<file path="src/rtl/wb_stage_if.sv">
// Memory-stage to write-back handshake bundle.
// The memory stage is the master; wb_stage is the slave.
interface wb_stage_if #(
    parameter int DATA_W = 32,
    parameter int REG_AW = 4
);
    logic              mem_valid;
    logic              mem_ready;
    logic              mem_wb_en;
    logic              mem_r_en;
    logic [REG_AW-1:0] mem_dest;
    logic [DATA_W-1:0] alu_result;
    logic [DATA_W-1:0] mem_data;

    modport master (
        output mem_valid, mem_wb_en, mem_r_en,
        output mem_dest, alu_result, mem_data,
        input  mem_ready
    );

    modport slave (
        input  mem_valid, mem_wb_en, mem_r_en,
        input  mem_dest, alu_result, mem_data,
        output mem_ready
    );
endinterface

</file>
<file path="src/rtl/wb_stage.sv">
// Write-back stage: buffers results in a small FIFO ahead of the regfile port.
// Optional macro WB_BYPASS_EN: empty-FIFO beats go straight to the port.
module wb_stage #(
    parameter int DATA_W = 32,
    parameter int REG_AW = 4,
    parameter int DEPTH  = 2
) (
    input  logic              clk,
    input  logic              reset,
    wb_stage_if.slave         mem,
    input  logic              wb_hold,
    output logic              wirteBackEn,
    output logic [REG_AW-1:0] Dest_wb,
    output logic [DATA_W-1:0] Result_WB,
    output logic              pc_write_drop,
    output logic [2:0]        occupancy
);

    // Storage sized for the largest legal DEPTH so a 2-bit pointer always fits.
    logic [REG_AW-1:0] dest_q [4];
    logic [DATA_W-1:0] data_q [4];
    logic [1:0]        rd_ptr;
    logic [1:0]        wr_ptr;
    logic [2:0]        occ;

    logic              accept;
    logic              is_pc;
    logic              storable;
    logic              bypass;
    logic              push;
    logic              pop;
    logic [DATA_W-1:0] sel_val;

    assign mem.mem_ready = (occ < 3'(DEPTH));
    assign accept        = mem.mem_valid && mem.mem_ready;
    assign sel_val       = mem.mem_r_en ? mem.mem_data : mem.alu_result;
    assign is_pc         = (mem.mem_dest == REG_AW'(15));
    assign storable      = accept && mem.mem_wb_en && !is_pc;

`ifdef WB_BYPASS_EN
    assign bypass = storable && (occ == 3'd0) && !wb_hold;
`else
    assign bypass = 1'b0;
`endif

    assign push = storable && !bypass;
    assign pop  = (occ != 3'd0) && !wb_hold;

    always_comb begin
        wirteBackEn = pop || bypass;
        Dest_wb     = '0;
        Result_WB   = '0;
        if (occ != 3'd0) begin
            Dest_wb   = dest_q[rd_ptr];
            Result_WB = data_q[rd_ptr];
        end else if (bypass) begin
            Dest_wb   = mem.mem_dest;
            Result_WB = sel_val;
        end
    end

    assign occupancy = occ;

    function automatic logic [1:0] nxt(input logic [1:0] p);
        return (p == 2'(DEPTH - 1)) ? 2'd0 : p + 2'd1;
    endfunction

    always_ff @(posedge clk) begin
        if (!reset) begin
            occ           <= '0;
            rd_ptr        <= '0;
            wr_ptr        <= '0;
            pc_write_drop <= 1'b0;
        end else begin
            pc_write_drop <= accept && mem.mem_wb_en && is_pc;
            if (push)
                wr_ptr <= nxt(wr_ptr);
            if (pop)
                rd_ptr <= nxt(rd_ptr);
            case ({push, pop})
                2'b10:   occ <= occ + 3'd1;
                2'b01:   occ <= occ - 3'd1;
                default: occ <= occ;
            endcase
        end
    end

    always_ff @(posedge clk) begin
        if (push) begin
            dest_q[wr_ptr] <= mem.mem_dest;
            data_q[wr_ptr] <= sel_val;
        end
    end

endmodule

</file>
<file path="src/flat_wrapper.sv">
// flat-port wrapper written by rule: the top's interface ports become plain ports
module wb_stage_flat 
#(
    parameter int DATA_W = 32,
    parameter int REG_AW = 4,
    parameter int DEPTH  = 2
)
  (clk, reset, wb_hold, wirteBackEn, Dest_wb, Result_WB, pc_write_drop, occupancy, mem_mem_valid, mem_mem_wb_en, mem_mem_r_en, mem_mem_dest, mem_alu_result, mem_mem_data, mem_mem_ready);
  wb_stage_if #(.DATA_W(DATA_W), .REG_AW(REG_AW)) mem_i ();
  input  logic clk;
  input  logic reset;
  input  logic wb_hold;
  output logic wirteBackEn;
  output logic [REG_AW-1:0] Dest_wb;
  output logic [DATA_W-1:0] Result_WB;
  output logic pc_write_drop;
  output logic [2:0] occupancy;
  input wire logic [$bits(mem_i.mem_valid)-1:0] mem_mem_valid;
  input wire logic [$bits(mem_i.mem_wb_en)-1:0] mem_mem_wb_en;
  input wire logic [$bits(mem_i.mem_r_en)-1:0] mem_mem_r_en;
  input wire logic [$bits(mem_i.mem_dest)-1:0] mem_mem_dest;
  input wire logic [$bits(mem_i.alu_result)-1:0] mem_alu_result;
  input wire logic [$bits(mem_i.mem_data)-1:0] mem_mem_data;
  output wire logic [$bits(mem_i.mem_ready)-1:0] mem_mem_ready;
  assign mem_i.mem_valid = mem_mem_valid;
  assign mem_i.mem_wb_en = mem_mem_wb_en;
  assign mem_i.mem_r_en = mem_mem_r_en;
  assign mem_i.mem_dest = mem_mem_dest;
  assign mem_i.alu_result = mem_alu_result;
  assign mem_i.mem_data = mem_mem_data;
  assign mem_mem_ready = mem_i.mem_ready;
  wb_stage #(.DATA_W(DATA_W), .REG_AW(REG_AW), .DEPTH(DEPTH)) u_core (.clk(clk), .reset(reset), .mem(mem_i), .wb_hold(wb_hold), .wirteBackEn(wirteBackEn), .Dest_wb(Dest_wb), .Result_WB(Result_WB), .pc_write_drop(pc_write_drop), .occupancy(occupancy));
endmodule
</file>
<file path="config.mk">
export PLATFORM = sky130hd
export DESIGN_NAME = wb_stage_flat
export DESIGN_NICKNAME = d
export VERILOG_FILES = /design/src/rtl/wb_stage_if.sv /design/src/rtl/wb_stage.sv /design/src/flat_wrapper.sv
export SDC_FILE = /design/constraint.sdc
export NUM_CORES = 1
export LEC_CHECK = 0
export CAP_MARGIN = 15
export CELL_PAD_IN_SITES_DETAIL_PLACEMENT = 0
export CELL_PAD_IN_SITES_GLOBAL_PLACEMENT = 1
export CORE_MARGIN = 10
export CORE_UTILIZATION = 44
export DETAILED_ROUTE_END_ITERATION = 12
export MAX_ROUTING_LAYER = met4
export PLACE_DENSITY_LB_ADDON = 0.08
export SYNTH_ARGS = -nofsm -noshare
export SYNTH_HDL_FRONTEND = slang
export SYNTH_SLANG_ARGS = --single-unit
export TNS_END_PERCENT = 50
</file>
<file path="constraint.sdc">
create_clock -name clk -period 4.5 [get_ports clk]
set_input_delay 0.9 -clock clk [delete_from_list [all_inputs] [get_ports clk]]
set_output_delay 0.9 -clock clk [all_outputs]
set_load 0.005 [all_outputs]
</file>
==> results.py <==
metrics = {
    "clocking": {
        "cts_resized": 0,
        "cts.clk_slew.worst_paths_ns": 0.06,
        "cts_hold_buf": 0,
        "cts_buffer_depth": 2,
        "clock_latency_ns": 0.42,
        "cts_buffers": 17,
        "h-tree-depth": 4,
        "postCtsSetupRepairBufs": 0,
        "cts-root-buf": "clkbuf_16",
        "cts_tree": "yes",
        "cts.sinks": 154,
    },
    "floorplanning": {
        "num_io_pins": 116,
        "core_area_um2": 13900,
        "start_util_pct": 45.0,
        "placementRows": 43,
        "die_w_um": 139,
        "fp.dieArea_um2": 19400,
        "die_y_um": 139,
    },
    "timing": {
        "maxSlewViolCount": 0,
        "max_freq_mhz": 281,
        "finalSetupTns_ns": 0,
        "period_share_pct": 79.0,
        "finalClockSkew_ns": 0.00833,
        "post-route-min-period_ns": 3.56,
        "rsz0062_at_grt": "false",
        "hold_viol": 0,
        "tightest_slew_ns": 1.03,
        "hold_slack_ns": 0.426,
        "finalSetupViolCount": 0,
        "slew-limit-headroom_pct": 31.0,
    },
    "finish": {
        "fill_cells": 1070,
        "layout.nets": 515,
        "final_common_cell": "edfxtp_1",
        "antenna_cells": 0,
        "regArea_um2": 4530,
        "multi_input_area_um2": 1640,
        "drive_gt1_share_pct": 24.8,
        "syn_to_final_growth_pct": 30.5,
        "finish.utilization_pct": 58.7,
        "final_cell_mix": "edfxtp_1, clkdlybuf4s50_1, mux4_2",
    },
    "worst_setup_path": {
        "max_stage_delay_ns": 0.66,
        "crit_type": "reg -> out",
        "worst_setup_path_end_kind": "output pin",
        "cp_slowest_cell": "dfxtp_2",
        "cp_cell_sequence": "buf_4 -> mux4_1 -> nor2b_1 -> clkdlybuf4s50_1",
        "worstPathMaxFanout": 14,
        "start_kind": "flop",
        "arrival_ns": 2.66,
        "required_ns": 3.60,
    },
    "route": {
        "drc_errors": 0,
        "ant_nets": 0,
        "vias": 3279,
        "drt_iter0_drc": 210,
        "m1WireLength_mm": 5.51,
        "wl_per_cell_um": 20.2,
        "first_pass_iters": 4,
        "dr.max_layer_used": "met4",
        "via_per_inst": 5.19,
        "wirelength_mm": 12.8,
        "met2WireLength_mm": 6.32,
        "route.met3.wl_um": 742,
    },
    "global_routing": {
        "grt_usage_pct": 13.8,
        "grt_pass1_vias": 3599,
        "grt_max_degree": 37,
        "grt_pass1_wl_mm": 20.3,
        "antenna_found_initial": 0,
        "gr-total-overflow": 0,
    },
    "yosys": {
        "synth_top_area_share_pct": 69.0,
        "ys_ff_latch": 154,
        "avgSynthCellArea_um2": 20.1,
        "syn_nets": 388,
        "yosysWarnings": 0,
        "yosysSeqAreaShare_pct": 72.2,
        "syn_area_um2": 6270,
        "yosys.cell_types.count": 29,
        "syn-instance-count": 312,
        "synth_top_cell_by_area": "edfxtp_1",
        "ys_top_cells_by_area": "edfxtp_1, mux4_2, mux2_2, dfxtp_1, nor2b_1",
    },
    "power_and_ir_drop": {
        "p_per_area_nw_per_um2": 516,
        "max-vdd-ir-drop_uv": 297,
        "p_leak_nw": 2.63,
    },
    "placed_design": {
        "io_buffers": 115,
        "dp_hpwl_mm": 8.26,
        "gp_congestion": 0.692,
    },
    "run_status": {
        "outcome": "completed",
    },
    "flow_run": {
        "maxCapViolations": 0,
    },
    "min_path": {
        "hold_class": "reg -> reg",
    },
}
-- synthesized netlist by cell type --
| master | number |
|---|---|
| or3_1 | 2 |
| and4bb_2 | 1 |
| inv_1 | 6 |
| o21ai_0 | 2 |
| clkbuf_2 | 1 |
| buf_6 | 3 |
| a21oi_1 | 4 |
| nand3_1 | 1 |
| and3_1 | 2 |
| edfxtp_1 | 144 |
| fa_1 | 1 |
| nand2b_1 | 1 |
| clkbuf_1 | 4 |
| nor3_2 | 1 |
| mux2i_1 | 1 |
| nor2_1 | 7 |
| mux2_2 | 32 |
| nor2b_1 | 30 |
| xor2_1 | 2 |
| nand2_1 | 3 |
| buf_2 | 7 |
| mux4_2 | 35 |
| ha_1 | 1 |
| nor3_1 | 2 |
| and2b_1 | 6 |
| dfxtp_1 | 10 |
| mux4_1 | 1 |
| buf_12 | 1 |
| nand4_1 | 1 |
-- stage by stage --
| step | power, mW | instance area (um2) | cells | setup WS [ns] |
|---|---|---|---|---|
| 3_5_place_dp | 3.00 | 7640 | 600 | 1.29 |
| 3_3_place_gp | 3.00 | 7640 | 600 | 1.28 |
| 6_report | 4.22 | 8180 | 632 | 0.944 |
| 4_1_cts | 4.29 | 8180 | 632 | 0.831 |
| 5_1_grt | 4.45 | 8180 | 632 | 0.697 |
| 2_1_floorplan | 2.36 | 6270 | 312 | 0.301 |
-- kinds of logic after synthesis --
family                   count (synthesis)  synth area share (%)
XOR/XNOR                                 2                 0.280
adder cells (fa/ha/maj)                  2                 0.519
AO/OA/AOI/OAI                            6                 0.479
multiplexers                            69                  18.9
AND/OR/NAND/NOR                         57                  5.51
flip-flops                             154                  72.2
buffers and inverters                   22                  2.10
-- worst max-delay path, delay by kind of cell (launching register included) --
family	cells	cell delay [ns]
simple gates	1	0.14
buf+inv	2	0.87
mux	1	0.57
flops	1	0.66
-- registers in the layout, summed over array words and instances, names as in the netlist, named ones only --
name,flops
u_core.data_q,128
u_core.dest_q,16
u_core.occupancy,3
u_core.pc_write_drop,1
u_core.rd_ptr,2
u_core.wr_ptr,2
-- area by class of cell --
class	count	share of cell area (%)
Tap cell	180	2.75
Sequential cell	154	55.3
Inverter	6	0.275
Clock buffer	19	5.29
Timing Repair Buffer	124	15.0
Multi-Input combinational cell	136	20.1
Clock inverter	13	1.27
-- per-layer routing --
| layer | up-vias | global-route usage (%) |
|---|---|---|
| met5 | - | - |
| met4 | 0 | 4.94 |
| met3 | 16 | 4.05 |
| met2 | 99 | 21.3 |
| met1 | 1664 | 17.0 |
| li1 | 1500 | - |
-- report_power, final --
part / leakage, nW / switching (mW) / internal (mW)
logic: 0.992 / 0.489 / 0.711
registers: 1.39 / 0.0629 / 1.67
clock network: 0.252 / 0.536 / 0.751
-- final timing paths --
path	start	end	slack [ns]	depth (start not counted)
setup / recovery	flop	Dest_wb[3]	0.94	4
hold / removal	u_core.rd_ptr[1]$_SDFFE_PN0N_	flop	0.43	2
setup reg to reg	u_core.occupancy[2]$_SDFFE_PN0P_	u_core.occupancy[2]$_SDFFE_PN0P_	1.79	9
hold reg to reg	u_core.rd_ptr[1]$_SDFFE_PN0N_	flop	0.43	2
(Power assumes the default switching activity.)
